**src/rtl/dedisp_boxcar_detect.sv**
```systemverilog
// Per-frame power integrator followed by a WIN_LEN-frame boxcar and a threshold detector.
// Define DEDISP_SAT_EN to make the integrator saturate and report it on sat_flag.
module dedisp_boxcar_detect #(
  parameter int unsigned DIN_WIDTH = 26,
  parameter int unsigned ACC_WIDTH = 32,
  parameter int unsigned WIN_LEN   = 8,
  parameter int unsigned HOLDOFF   = 16,
  localparam int unsigned SUM_WIDTH = ACC_WIDTH + $clog2(WIN_LEN)
) (
  input  logic                 clk,
  input  logic                 rst,
  input  logic                 ce,
  input  logic [DIN_WIDTH-1:0] din,
  input  logic                 din_valid,
  input  logic                 din_sof,
  input  logic                 din_eof,
  input  logic [SUM_WIDTH-1:0] threshold,
  output logic [ACC_WIDTH-1:0] integ_pow,
  output logic                 integ_valid,
  output logic [SUM_WIDTH-1:0] boxcar_sum,
  output logic                 boxcar_valid,
  output logic                 detect,
  output logic                 frame_err,
  output logic                 sat_flag,
  output logic [31:0]          frame_cnt
);

  localparam int unsigned PtrW  = $clog2(WIN_LEN);
  localparam int unsigned FillW = PtrW + 1;
  localparam int unsigned HoldW = (HOLDOFF > 0) ? $clog2(HOLDOFF + 1) : 1;

  typedef enum logic [0:0] {StIdle, StInFrame} state_e;

  state_e               state_q, state_d;
  logic [ACC_WIDTH-1:0] acc_q, acc_d, acc_add, din_ext;
  logic                 frame_done, frame_err_d;
  logic                 frame_pend_q;
  logic [ACC_WIDTH-1:0] integ_pow_q;
  logic                 integ_valid_q, frame_err_q;
  logic [31:0]          frame_cnt_q;

  logic [ACC_WIDTH-1:0] buf_q [WIN_LEN];
  logic [PtrW-1:0]      ptr_q;
  logic [FillW-1:0]     fill_q;
  logic [SUM_WIDTH-1:0] sum_q, sum_new;
  logic [ACC_WIDTH-1:0] oldest;
  logic                 full, win_ready;
  logic [HoldW-1:0]     hold_q;
  logic                 boxcar_valid_q, detect_q, detect_d;

`ifdef DEDISP_SAT_EN
  logic [ACC_WIDTH:0]   add_full;
  logic                 sat_run_q, sat_run_d, sat_flag_q;
`endif

  // Framing and integration.
  always_comb begin
    din_ext = ACC_WIDTH'(din);
`ifdef DEDISP_SAT_EN
    add_full  = {1'b0, acc_q} + {1'b0, din_ext};
    acc_add   = add_full[ACC_WIDTH] ? '1 : add_full[ACC_WIDTH-1:0];
    sat_run_d = sat_run_q;
`else
    acc_add = acc_q + din_ext;
`endif
    state_d     = state_q;
    acc_d       = acc_q;
    frame_done  = 1'b0;
    frame_err_d = 1'b0;
    if (din_valid) begin
      if (din_sof) begin
        // A sof inside an open frame abandons it and starts afresh.
        frame_err_d = (state_q == StInFrame);
        acc_d       = din_ext;
        state_d     = StInFrame;
        frame_done  = din_eof;
`ifdef DEDISP_SAT_EN
        sat_run_d = 1'b0;
`endif
      end else if (state_q == StInFrame) begin
        acc_d      = acc_add;
        frame_done = din_eof;
`ifdef DEDISP_SAT_EN
        sat_run_d = sat_run_q | add_full[ACC_WIDTH];
`endif
      end
    end
    if (frame_done) state_d = StIdle;
  end

  // Boxcar window; slots not yet written count as zero until the window has filled.
  always_comb begin
    full      = (fill_q == FillW'(WIN_LEN));
    win_ready = (fill_q >= FillW'(WIN_LEN - 1));
    oldest    = full ? buf_q[ptr_q] : '0;
    sum_new   = sum_q + SUM_WIDTH'(integ_pow_q) - SUM_WIDTH'(oldest);
    detect_d  = frame_pend_q && win_ready && (sum_new > threshold) && (hold_q == '0);
  end

  always_ff @(posedge clk) begin
    if (rst) begin
      state_q        <= StIdle;
      acc_q          <= '0;
      frame_pend_q   <= 1'b0;
      integ_pow_q    <= '0;
      integ_valid_q  <= 1'b0;
      frame_err_q    <= 1'b0;
      frame_cnt_q    <= '0;
      ptr_q          <= '0;
      fill_q         <= '0;
      sum_q          <= '0;
      hold_q         <= '0;
      boxcar_valid_q <= 1'b0;
      detect_q       <= 1'b0;
    end else if (ce) begin
      state_q        <= state_d;
      acc_q          <= acc_d;
      frame_pend_q   <= frame_done;
      integ_valid_q  <= frame_done;
      frame_err_q    <= frame_err_d;
      boxcar_valid_q <= frame_pend_q && win_ready;
      detect_q       <= detect_d;
      if (frame_done) begin
        integ_pow_q <= acc_d;
        frame_cnt_q <= frame_cnt_q + 32'd1;
      end
      if (frame_pend_q) begin
        sum_q <= sum_new;
        ptr_q <= ptr_q + PtrW'(1);
        if (!full) fill_q <= fill_q + FillW'(1);
        if (detect_d) begin
          hold_q <= HoldW'(HOLDOFF);
        end else if (hold_q != '0) begin
          hold_q <= hold_q - HoldW'(1);
        end
      end
    end else begin
      // Frozen cycle: state holds, strobes drop.
      integ_valid_q  <= 1'b0;
      frame_err_q    <= 1'b0;
      boxcar_valid_q <= 1'b0;
      detect_q       <= 1'b0;
    end
  end

  // Window storage carries no reset; the fill count masks stale contents.
  always_ff @(posedge clk) begin
    if (!rst && ce && frame_pend_q) buf_q[ptr_q] <= integ_pow_q;
  end

`ifdef DEDISP_SAT_EN
  always_ff @(posedge clk) begin
    if (rst) begin
      sat_run_q  <= 1'b0;
      sat_flag_q <= 1'b0;
    end else if (ce) begin
      sat_run_q <= sat_run_d;
      if (frame_done) sat_flag_q <= sat_run_d;
    end
  end
  assign sat_flag = sat_flag_q;
`else
  assign sat_flag = 1'b0;
`endif

  assign integ_pow    = integ_pow_q;
  assign integ_valid  = integ_valid_q;
  assign boxcar_sum   = sum_q;
  assign boxcar_valid = boxcar_valid_q;
  assign detect       = detect_q;
  assign frame_err    = frame_err_q;
  assign frame_cnt    = frame_cnt_q;

endmodule

```
**config.mk**
```make
export PLATFORM = sky130hd
export DESIGN_NAME = dedisp_boxcar_detect
export DESIGN_NICKNAME = d
export VERILOG_FILES = /design/src/rtl/dedisp_boxcar_detect.sv
export SDC_FILE = /design/constraint.sdc
export NUM_CORES = 1
export LEC_CHECK = 0
export ABC_AREA = 1
export BUFFER_PORTS_ARGS = -buffer_cell sky130_fd_sc_hd__buf_2
export CAP_MARGIN = 20
export CORE_AREA = 8 8 223 225
export CTS_CLUSTER_DIAMETER = 120
export DETAILED_ROUTE_END_ITERATION = 16
export DIE_AREA = 0 0 231 233
export GPL_TIMING_DRIVEN = 0
export PLACE_DENSITY_LB_ADDON = 0.05
export SETUP_SLACK_MARGIN = 0.02
export SYNTH_ARGS = -nofsm -noshare
export SYNTH_HDL_FRONTEND = slang
export SYNTH_SLANG_ARGS = --single-unit
```
**constraint.sdc**
```tcl
create_clock -name clk -period 8.6 [get_ports clk]
set_clock_uncertainty 0.2 [all_clocks]
set_input_delay 0.86 -clock clk [delete_from_list [all_inputs] [get_ports clk]]
set_output_delay 0.86 -clock clk [all_outputs]
set_load 0.01 [all_outputs]
```
# After elaboration in Yosys (flattened, before gate mapping)
# Memory sizes are Yosys's and may differ from the RTL's. A register that Yosys moved wholly into a read port is not among the register bits.
# Index checks and enable logic that the tools add are counted.
[classes]
bitwise = 4
reduce_logical = 18
mux = 16
addsub = 7
n_eq_ne = 1
n_lt_le_gt_ge = 2
[ops]
columns = ["operator", "n"]
rows = [
  ["2-to-1 mux 32 bit", 4],
  ["adder 35 x 32 -> 35 bit", 1],
  ["> comparator 35 bit", 1],
  ["subtractor 35 x 32 -> 35 bit", 1],
  ["adder 32 x 1 -> 32 bit (second input constant)", 1],
  ["adder 32 x 26 -> 32 bit", 1],
  ["2-to-1 mux 5 bit", 2],
  ["AND reduction 3 bit", 3],
  ["2-to-1 mux 1 bit", 8],
  ["2-to-1 mux 3 bit", 2],
  ["nonzero test 2 bit", 3],
  ["logical AND 1 bit", 5],
  ["logical NOT 5 bit", 1],
  ["nonzero test 5 bit", 1],
  ["subtractor 5 x 1 -> 5 bit (second input constant)", 1],
  ["adder 4 x 1 -> 4 bit (second input constant)", 1],
  ["equality test 4 bit (second input constant)", 1],
  [">= comparator 4 x 3 -> 1 bit (second input constant)", 1],
  ["NOT 1 bit", 4],
  ["AND reduction 2 bit", 2],
  ["OR reduction 4 bit", 1],
  ["adder 3 x 1 -> 3 bit (second input constant)", 1],
  ["OR reduction 2 bit", 1],
  ["logical NOT 1 bit", 1],
]
[totals]
word_cells = 62
mem_bits_rw = 256
in_bits = 67
register_bits = 149
memories = 1
output_inout_bits = 104
[mem_list]
columns = ["name", "depth", "word_bits", "read_ports", "rd_ports_with_merged_regs", "wr", "line_no", "source"]
rows = [
  ["buf_q", 8, 32, 1, 1, 1, "42", "logic [ACC_WIDTH-1:0] buf_q [WIN_LEN];"],
]

# Logic depth before layout (Yosys ltp)
# Gate-level depths: netlist of run 1.
[logic_depth]
ltp_word = 8
ltp_mapped = 39

# Worst setup path before layout of run 1
# No wires, ideal clock.
[synth_path]
kind = "reg-to-reg"
from = "register (tool-made name)"
to = "register hold_q[3]"
path_slack_ns = 3.803
period_less_slack_ns = 4.797
setup_time_ns = 0.115
arrival_ns = 4.482
path_stages_with_launch = 32
required_time_ns = 8.285
path_cell_list = "dfxtp_1 -> inv_1 -> clkbuf_1 -> clkbuf_1 -> clkbuf_1 -> o21ai_0 -> o221ai_1 -> o211ai_1 -> fa_1 -> ha_1 -> a21oi_1 -> nand2_1 -> a21oi_1 -> o21ai_0 -> nand2_1 -> nand2_1 -> nand2_1 -> nand2_1 -> ha_1 -> nand2_1 -> nor2_1 -> nand3_1 -> nor2_1 -> nand2_1 -> nor2_1 -> nor2_1 -> nand2_1 -> nand3_1 -> nand2_1 -> nand3_1 -> nand2_1 -> nor2_1"
[synth_lines]
columns = ["item", "line_no", "source"]
rows = [
  ["end signal, assigned", "132", "hold_q <= HoldW'(HOLDOFF);"],
  ["end signal, assigned", "134", "hold_q <= hold_q - HoldW'(1);"],
  ["end, declared", "48", "logic [HoldW-1:0] hold_q;"],
]

==> results of run 1 <==
## registers in the layout, indices dropped and copies added (netlist names), 3 cells and up, named ones only
register / flops
buf_q: 256
fill_q: 4
ptr_q: 3
frame_cnt: 32
boxcar_sum: 35
acc_q: 32
hold_q: 5
integ_pow: 32
## cell type report
type / count / area share (%)
sequential: 408 / 41.3
multi-input combinational: 1840 / 38.4
inverter: 448 / 6.48
clock buffer: 60 / 4.79
timing repair buffer: 176 / 3.96
tap: 607 / 2.92
buffer: 97 / 1.42
clock inverter: 21 / 0.765
## cell usage after synthesis (2+ instances only)
master,number,share of area [%]
a2bb2oi_1,2,0.077
nor3_2,3,0.13
nand2_1,482,8.0
ha_1,101,5.6
edfxtp_1,256,34
buf_2,2,0.044
o221ai_1,4,0.15
clkinv_1,4,0.066
fa_1,33,2.9
nand4_1,27,0.74
clkbuf_1,89,1.5
o21a_1,2,0.066
o21ai_0,307,6.8
nor2_1,343,5.7
nor2_2,2,0.055
o22ai_1,39,1.1
or2_2,4,0.11
a21oi_1,199,4.4
inv_1,441,7.3
buf_1,5,0.083
xor2_1,36,1.4
a21o_1,9,0.30
nor3_1,20,0.44
dfxtp_1,152,13
a31oi_1,51,1.4
xnor2_1,8,0.31
nor2_4,2,0.099
o21bai_1,11,0.36
a311oi_1,2,0.077
nand3_1,128,2.8
o211ai_1,7,0.23
nor4_1,8,0.22
## cell usage in the layout (no fill, tap or decap), types with 36 or more instances in the layout
cell type and count:
nand2_1 482, inv_1 441, nor2_1 335, o21ai_0 307, edfxtp_1 256, a21oi_1 199, buf_2 170, dfxtp_1 152
nand3_1 128, ha_1 101, clkbuf_1 100, a31oi_1 51, clkbuf_16 47, o22ai_1 39, xor2_1 36
## worst max-delay path, delay by kind of cell (launching register included)
family          cells  cell delay (ns)
flops               1             0.32
buf+inv             4             1.47
compound gates      5             1.35
simple gates       18             2.28
fa+ha+maj           3             1.18
## layer usage
layer / global-route usage, % / part of all wire, % / up-vias / wire [um]
met1: 34.9 / 43 / 9448 / 32000
li1: - / - / 9751 / -
met2: 46.5 / 48 / 596 / 36100
met3: 3.25 / 5.2 / 104 / 3870
met4: 9.29 / 3.4 / 0 / 2520
met5: 0 / 0 / - / 0
## where the power goes
group          leakage, nW  internal [mW]  switching (mW)  total [mW]
sequential            3.61           2.09          0.0350        2.13
clock                0.692           1.07           0.836        1.90
combinational         7.16          0.312           0.667       0.980
## kinds of logic after synthesis
family / Yosys count / share of synthesized area [%]
compound gates: 636 / 15.0
xor+xnor: 44 / 1.70
fa+ha+maj: 134 / 8.47
buf+inv: 545 / 9.05
flops: 408 / 47.2
other cells: 1 / 0.0165
simple gates: 1025 / 18.5
## worst max-delay path by stage
stage               startpoint   endpoint  slack, ns
finish                register  hold_q[3]       1.69
CTS                   register  hold_q[3]       1.74
global placement      register  hold_q[3]       1.90
global route          register  hold_q[2]       1.13
detailed placement    register  hold_q[3]       1.80
floorplan             register  hold_q[3]       3.80
## stage by stage
stage	hold WS (ns)	setup WS [ns]	util [%]	std cells	cell area (um2)
CTS	0.265	1.74	56.5	3657	26000
floorplan	0.230	3.80	-	2793	22700
detailed placement	0.257	1.80	53.3	3576	24600
finish	0.270	1.69	56.5	3657	26000
global placement	0.245	1.90	52.8	3568	24300
global route	0.274	1.13	56.5	3657	26000
==> results by group, run 1 <==
Timing
  • Maximum clock frequency: roughly 140 MHz
  • Final hold vios: 0
  • Slew headroom: 33.6%
  • Worst slew pin tran: 0.996 ns
  • Fin crit period: 6.91 ns
  • Final setup fails: 0
  • Setup TNS: 0 ns
  • Unrepaired setup endpoints after global routing: false
  • Fin crit share: 80.3%
  • Slew Limit Fails: 0

Setup path
  • CP max stage delay: between 0.6 and 0.7 ns
  • Critical Path Source Type: register
  • Slowest CP cell: o21ai_0
  • CP Class: reg2reg
  • Kind of end point of the critical path: register
  • CP required: roughly 8.9 ns
  • Reg2reg end: hold_q[3]
  • CP dominant cell by count: nand2_1
  • Worst Path Max Fanout: 10
  • Reg2Reg Depth: 30
  • WP data arrival: 7.18 ns
  • R2R Setup Slk: roughly 1.7 ns

Yosys
  • Syn_nets: ~3000
  • Post-Syn Instances: about 2800
  • Synth Register Bits: roughly 400
  • Syn Area/Cell: just over 8 um2
  • Synth Flop Type: edfxtp_1
  • Count of cell types in the netlist: 46
  • Synth Cell Area: roughly 23000 um2
  • Async set-reset flop share out of synthesis: 0%
  • Register area share after synthesis: between 40% and 50%
  • Yosys warns: 0
  • EDFF count, synth: roughly 260

Run status
  • Status: completed

Final layout
  • Reg area: between 10000 and 15000 um2
  • Synth-to-Final Area Change: 14.5%
  • Share of layout cells above drive strength 1: about 8.8%
  • Layout fillers: around 4400
  • Area of the multi-input gates: around 10000 um2
  • # diodes: 0
  • Fin nets: between 3000 and 4000

Floorplanning
  • Initial core utilization: around half
  • Core Area: 46100 um2
  • I/O pins: 171
  • Die W: ~230 um
  • Die Span Y: between 200 and 250 um
  • Die Area: between 50000 and 60000 um2
  • # rows: 79

Routing
  • Routed Antenna Nets: 0
  • Drt first-iter violations: 1711
  • Drt wl/cell: 20.3 um
  • Number of vias per cell: between 5 and 6
  • Detailed-route via count: slightly below 20000
  • WL final: ~74000 um
  • DRC violations left: 0
  • DRT Pass-1 Iters: 5

Clock tree
  • CTS tree: done
  • Clock Latency Late Sink: 0.59 ns
  • Root buffer cell: clkbuf_16
  • Post-CTS setup repair buffer count: 0
  • Post-CTS Resized: 0
  • Clk sinks: a little over 400
  • H-tree depth: 2
  • Total CTS buffers: 45
  • CTS Buffer Depth: 3
  • Hold-fix buffers, CTS: 0
  • Clock transition at path regs: about 0.060 ns

Global route
  • Largest net degree at the start of global routing: 31
  • Vias in the first global route: between 15000 and 20000
  • First-pass GRT wire length: approximately 110000 um
  • Gr usage total: a little over a quarter
  • Total grt overflow: 0
  • Antenna violations before repair: 0

Placement
  • Routability Congestion: 0.963
  • PortBufs: between 150 and 200
  • Post-DP HPWL: 58000 um

Power and ir drop
  • Pwr Total: 5.01 mW
  • PD cells: just under 200 nW/um2
  • Lkg Pwr: ~11 nW
  • Peak supply drop: between 0.1 and 0.15 mV

Job
  • Max Cap Violations: 0

Worst hold path
  • Hold path cells: 1
  • Worst Hold Path EP: hold_q[0]
  • Hold Crit Class: reg2reg
  • Hold Crit Start: hold_q[0]
Note: power is estimated with default switching activity, not from simulation.
==> inputs of run 2 (changes only) <==
Clock period 8.6 ns to 7.2 ns, I/O delays scaled along.
==> results by group, run 2 (synthesis gave the netlist of run 1 again) <==
Run status
  • Status: completed

Final layout
  • Largest reg by FF count: buf_q
  • Max FFs per register: ~260
  • Finished Layout Cells: approximately 3700
  • Fin nets: about 3200
  • Most frequent cells in the layout: 482 x nand2_1, 441 x inv_1, 335 x nor2_1
  • Leading cell type in the layout, fill and taps excluded: nand2_1
  • Share of layout cells above drive strength 1: about 9.0%
  • # diodes: 0
  • Synth-to-Final Area Change: 14.5%
  • Layout fillers: about 4400
  • Reg area: approximately 11000 um2
  • Area of the multi-input gates: 9990 um2

Routing
  • Drt wl/cell: between 20 and 25 um
  • Routed Antenna Nets: 0
  • DRC violations left: 0
  • Drt first-iter violations: between 1500 and 2000
  • Detailed-route via count: between 15000 and 20000
  • WL final: 74300 um
  • DRT Pass-1 Iters: 6
  • Number of vias per cell: 5.46

Setup path
  • Delay-heaviest family, CP: simple AND/OR/NAND/NOR gates
  • Reg2Reg Depth: 30
  • R2R Setup Slk: 0.53 ns
  • Crit path buf inv count: 3
  • Critical Path Source Type: register
  • CP max stage delay: 0.58 ns
  • Worst path depth: 30
  • CP Class: reg2reg
  • CP required: 7.47 ns
  • WP data arrival: between 6 and 7 ns
  • Worst Path Max Fanout: 10
  • End point of the critical path: hold_q[3]
  • Slowest CP cell: clkbuf_1
  • Reg2reg end: hold_q[3]
  • Kind of end point of the critical path: register
  • CP dominant cell by count: nand2_1

Timing
  • Final setup fails: 0
  • Fin crit period: 6.67 ns
  • Maximum clock frequency: 150 MHz
  • Final hold vios: 0
  • Unrepaired setup endpoints after global routing: false
  • Slew Limit Fails: 0
  • Setup TNS: 0 ns
  • Slew headroom: a little over a third
  • Fin crit share: around 93%
  • Worst slew pin tran: 0.962 ns

Placement
  • Dpl cells: around 3600
  • PortBufs: 168
  • Routability Congestion: 0.963
  • Post-DP HPWL: roughly 58000 um

Global route
  • Largest net degree at the start of global routing: 31
  • Gr usage total: between 20% and 30%
  • Vias in the first global route: 19100
  • Total grt overflow: 0
  • Antenna violations before repair: 0
  • First-pass GRT wire length: about 110000 um

Clock tree
  • Post-CTS Resized: 0
  • Clock transition at path regs: ~0.06 ns
  • H-tree depth: 2
  • CTS tree: done
  • CTS Buffer Depth: 3
  • Hold-fix buffers, CTS: 0
  • Clock Latency Late Sink: 0.59 ns
  • Root buffer cell: clkbuf_16
  • Clk sinks: between 400 and 500
  • Total CTS buffers: 45
  • Post-CTS setup repair buffer count: 0

Power and ir drop
  • Lkg Pwr: between 10 and 15 nW
  • PD cells: about 230 nW/um2
  • Peak supply drop: between 0.15 and 0.2 mV

Floorplanning
  • Initial core utilization: around 49%
  • Die Span Y: approximately 230 um
  • # rows: 79
  • Core Area: approximately 46000 um2
  • Die Area: between 50000 and 60000 um2
  • I/O pins: approximately 170
  • Die W: ~230 um

Job
  • Max Cap Violations: 0

Worst hold path
  • Hold Crit Class: reg2reg
run 2: worst min-delay path by stage:
stage	endpoint	depth (start not counted)	slack, ns	start
6_report	hold_q[0]	1	0.26	hold_q[0]
5_1_grt	hold_q[0]	1	0.27	hold_q[0]
4_1_cts	integ_pow[3]	3	0.26	din[3]
3_5_place_dp	hold_q[0]	1	0.26	hold_q[0]
3_3_place_gp	hold_q[0]	1	0.24	hold_q[0]
2_1_floorplan	hold_q[0]	1	0.23	hold_q[0]
run 2: routing by layer:
| metal | wire (um) | vias to the layer above | track usage (%) |
|---|---|---|---|
| met5 | 0 | - | 0 |
| met4 | 2570 | 0 | 9.29 |
| met3 | 3850 | 113 | 3.25 |
| met2 | 36000 | 610 | 46.5 |
| met1 | 31900 | 9479 | 34.9 |
| li1 | - | 9750 | - |
run 2: final cells by class:
cell class,instances,area share (%)
Sequential cell,408,41.3
Buffer,96,1.43
Clock buffer,60,4.79
Multi-Input combinational cell,1840,38.4
Tap cell,607,2.92
Inverter,448,6.48
Clock inverter,21,0.765
Timing Repair Buffer,176,3.96
run 2: metrics by stage:
stage               power (mW)  hold WS, ns  utilization (%)  area, um2  setup WS [ns]
floorplan                 3.37        0.230                -      22700           2.40
global placement          3.72        0.245             52.8      24300          0.498
detailed placement        3.74        0.257             53.3      24600          0.399
CTS                       6.00        0.264             56.5      26000          0.344
global route              6.25        0.274             56.5      26000         0.0290
finish                    5.97        0.262             56.5      26000          0.527
run 2: worst register-to-register path: cells and delay by family, from the launching register on:
kind            cells  cell delay [ns]
compound gates      5             1.28
fa+ha+maj           3             1.02
buf+inv             3             1.13
flops               1             0.34
simple gates       19             2.60
run 2: power by group:
part           internal (mW)  switching [mW]  total, mW
registers               2.50          0.0421       2.54
logic                  0.373           0.799       1.17
clock network           1.27           0.991       2.26
==> inputs of run 3 (changes only) <==
--- a/config.mk
+++ b/config.mk
@@ -11,4 +11,5 @@
 export CORE_AREA = 8 8 223 225
 export CTS_CLUSTER_DIAMETER = 120
+export CTS_CLUSTER_SIZE = 10
 export DETAILED_ROUTE_END_ITERATION = 16
 export DIE_AREA = 0 0 231 233
==> constraint.sdc (replaced) <==
create_clock -name clk -period 7.2 [get_ports clk]
set_clock_uncertainty 0.2 [all_clocks]
set_input_delay 0.72 -clock clk [delete_from_list [all_inputs] [get_ports clk]]
set_output_delay 0.72 -clock clk [all_outputs]
set_load 0.1 [all_outputs]
==> results by group, run 3 (synthesis gave the netlist of run 1 again) <==
Power and ir drop
  • Lkg Pwr: between 10 and 15 nW
  • PD cells: about 230 nW/um2
  • Peak supply drop: about 0.16 mV

Setup path
  • Kind of end point of the critical path: register
  • CP dominant cell by count: nand2_1
  • CP max stage delay: approximately 0.59 ns
  • Reg2Reg Depth: 30
  • CP Class: reg2reg
  • Worst Path Max Fanout: 10
  • CP required: 7.47 ns
  • R2R Setup Slk: between 0.5 and 0.6 ns
  • Critical Path Source Type: register
  • Slowest CP cell: clkbuf_1
  • Reg2reg end: hold_q[2]
  • WP data arrival: 6.95 ns

Routing
  • Number of vias per cell: between 5 and 6
  • Detailed-route via count: slightly below 20000
  • DRT Pass-1 Iters: 6
  • Drt first-iter violations: 1667
  • Drt wl/cell: between 20 and 25 um
  • DRC violations left: 0
  • WL final: 74400 um
  • Routed Antenna Nets: 0

Placement
  • Post-Place Setup Slack: roughly 0.4 ns
  • PortBufs: ~170
  • Routability Congestion: 0.963
  • Post-DP HPWL: between 50000 and 60000 um
  • Dpl cells: roughly 3600
  • Placed inst area: between 20000 and 25000 um2

Worst hold path
  • Hold Crit Class: reg2reg
  • Hold path cells: 1
  • Worst Hold Path EP: hold_q[0]
  • Hold Crit Start: hold_q[0]

Clock tree
  • Clock Latency Late Sink: ~0.58 ns
  • CTS tree: done
  • H-tree depth: 2
  • Total CTS buffers: 46
  • CTS Buffer Depth: 3
  • Clock transition at path regs: about 0.070 ns
  • Post-CTS setup repair buffer count: 0
  • Clk sinks: ~410
  • Hold-fix buffers, CTS: 0
  • Root buffer cell: clkbuf_16

Timing
  • Worst hold slack: roughly 0.27 ns
  • Final setup fails: 0
  • Final worst slack: ~0.52 ns
  • Final hold vios: 0
  • Maximum clock frequency: approximately 150 MHz
  • Fin crit share: just over 90%
  • Unrepaired setup endpoints after global routing: false
  • Worst slew pin tran: around 0.92 ns
  • Setup TNS: 0 ns
  • Slew Limit Fails: 0
  • Slew headroom: 39.0%
  • Fin crit period: ~6.7 ns

Final layout
  • Largest reg by FF count: buf_q
  • Most frequent cells in the layout: 482 x nand2_1, 441 x inv_1, 335 x nor2_1
  • Fin nets: 3217
  • Leading cell type in the layout, fill and taps excluded: nand2_1
  • Finished Layout Cells: 3652
  • Synth-to-Final Area Change: 13.9%
  • Max FFs per register: 256
  • Share of layout cells above drive strength 1: 8.47%
  • # diodes: 0
  • Post-route design area: 25900 um2

Job
  • Max Cap Violations: 0

Global route
  • Total grt overflow: 0
  • Antenna violations before repair: 0
  • Gr usage total: between 20% and 30%
  • First-pass GRT wire length: 112000 um
  • Largest net degree at the start of global routing: 31
  • Vias in the first global route: just under 20000

Floorplanning
  • Die W: approximately 230 um
  • Die Area: around 54000 um2
  • I/O pins: 171
  • Die Span Y: about 230 um
  • # rows: 79
  • Core Area: about 46000 um2
  • Initial core utilization: around half

Run status
  • Status: completed
-- run 3: cell count changes in the layout (fill, tap and decap cells not counted), moves of 2 or more --
cell / previous run / this run
clkinv_2: 3 / 1
inv_6: 4 / 1
clkinv_4: 2 / 0
clkbuf_8: 2 / 0
clkbuf_1: 94 / 110
clkinvlp_4: 3 / 0
clkinv_1: 10 / 5
-- run 3: routing by layer --
metal,GRT usage [%],vias to the layer above,share of wire [%]
met1,34.7,9443,43
met4,9.70,0,3.3
met5,0,-,0
met2,46.9,593,49
met3,3.11,103,5.2
li1,-,9731,-
-- run 3: worst max path at each step --
stage / startpoint / to / slack [ns] / cells after the start
final: register / hold_q[2] / 0.52 / 30
after global routing: register / hold_q[3] / 0.04 / 30
after CTS: register / hold_q[3] / 0.30 / 30
after detailed placement: register / hold_q[3] / 0.40 / 30
after global placement: register / hold_q[3] / 0.50 / 30
after floorplan: integ_pow[2] / hold_q[3] / 2.40 / 28
-- run 3: timing repair --
| action | in CTS | in global routing |
|---|---|---|
| hold endpoints to repair | 0 | 0 |
| endpoints found under the setup margin | 0 | 4 |
| resized for setup | 0 | 10 |
-- run 3: critical path: cells and delay by family, from the launching register on --
family | cells | cell delay, ns
AO/OA/AOI/OAI | 5 | 1.28
flip-flops | 1 | 0.35
adder cells (fa/ha/maj) | 3 | 1.04
buffers and inverters | 3 | 1.14
AND/OR/NAND/NOR | 19 | 2.55
-- run 3: final cells by class --
cell class                 instances  area, um2
fill                            4374      20200
sequential                       408      10700
multi-input combinational       1840       9990
inverter                         448       1690
clock buffer                      73       1250
timing repair buffer             176       1030
tap                              607        759
buffer                            96        372
clock inverter                     4       62.6
-- run 3: where the power goes --
part           internal, mW  total, mW  switching (mW)
sequential             2.50       2.54          0.0420
clock                  1.19       2.13           0.939
combinational         0.373       1.25           0.873
-- run 3: metrics by stage --
| step | utilization [%] | power [mW] |
|---|---|---|
| floorplan | - | 3.44 |
| global placement | 52.8 | 3.80 |
| detailed placement | 53.3 | 3.82 |
| CTS | 56.2 | 5.95 |
| global route | 56.2 | 6.19 |
| finish | 56.2 | 5.92 |
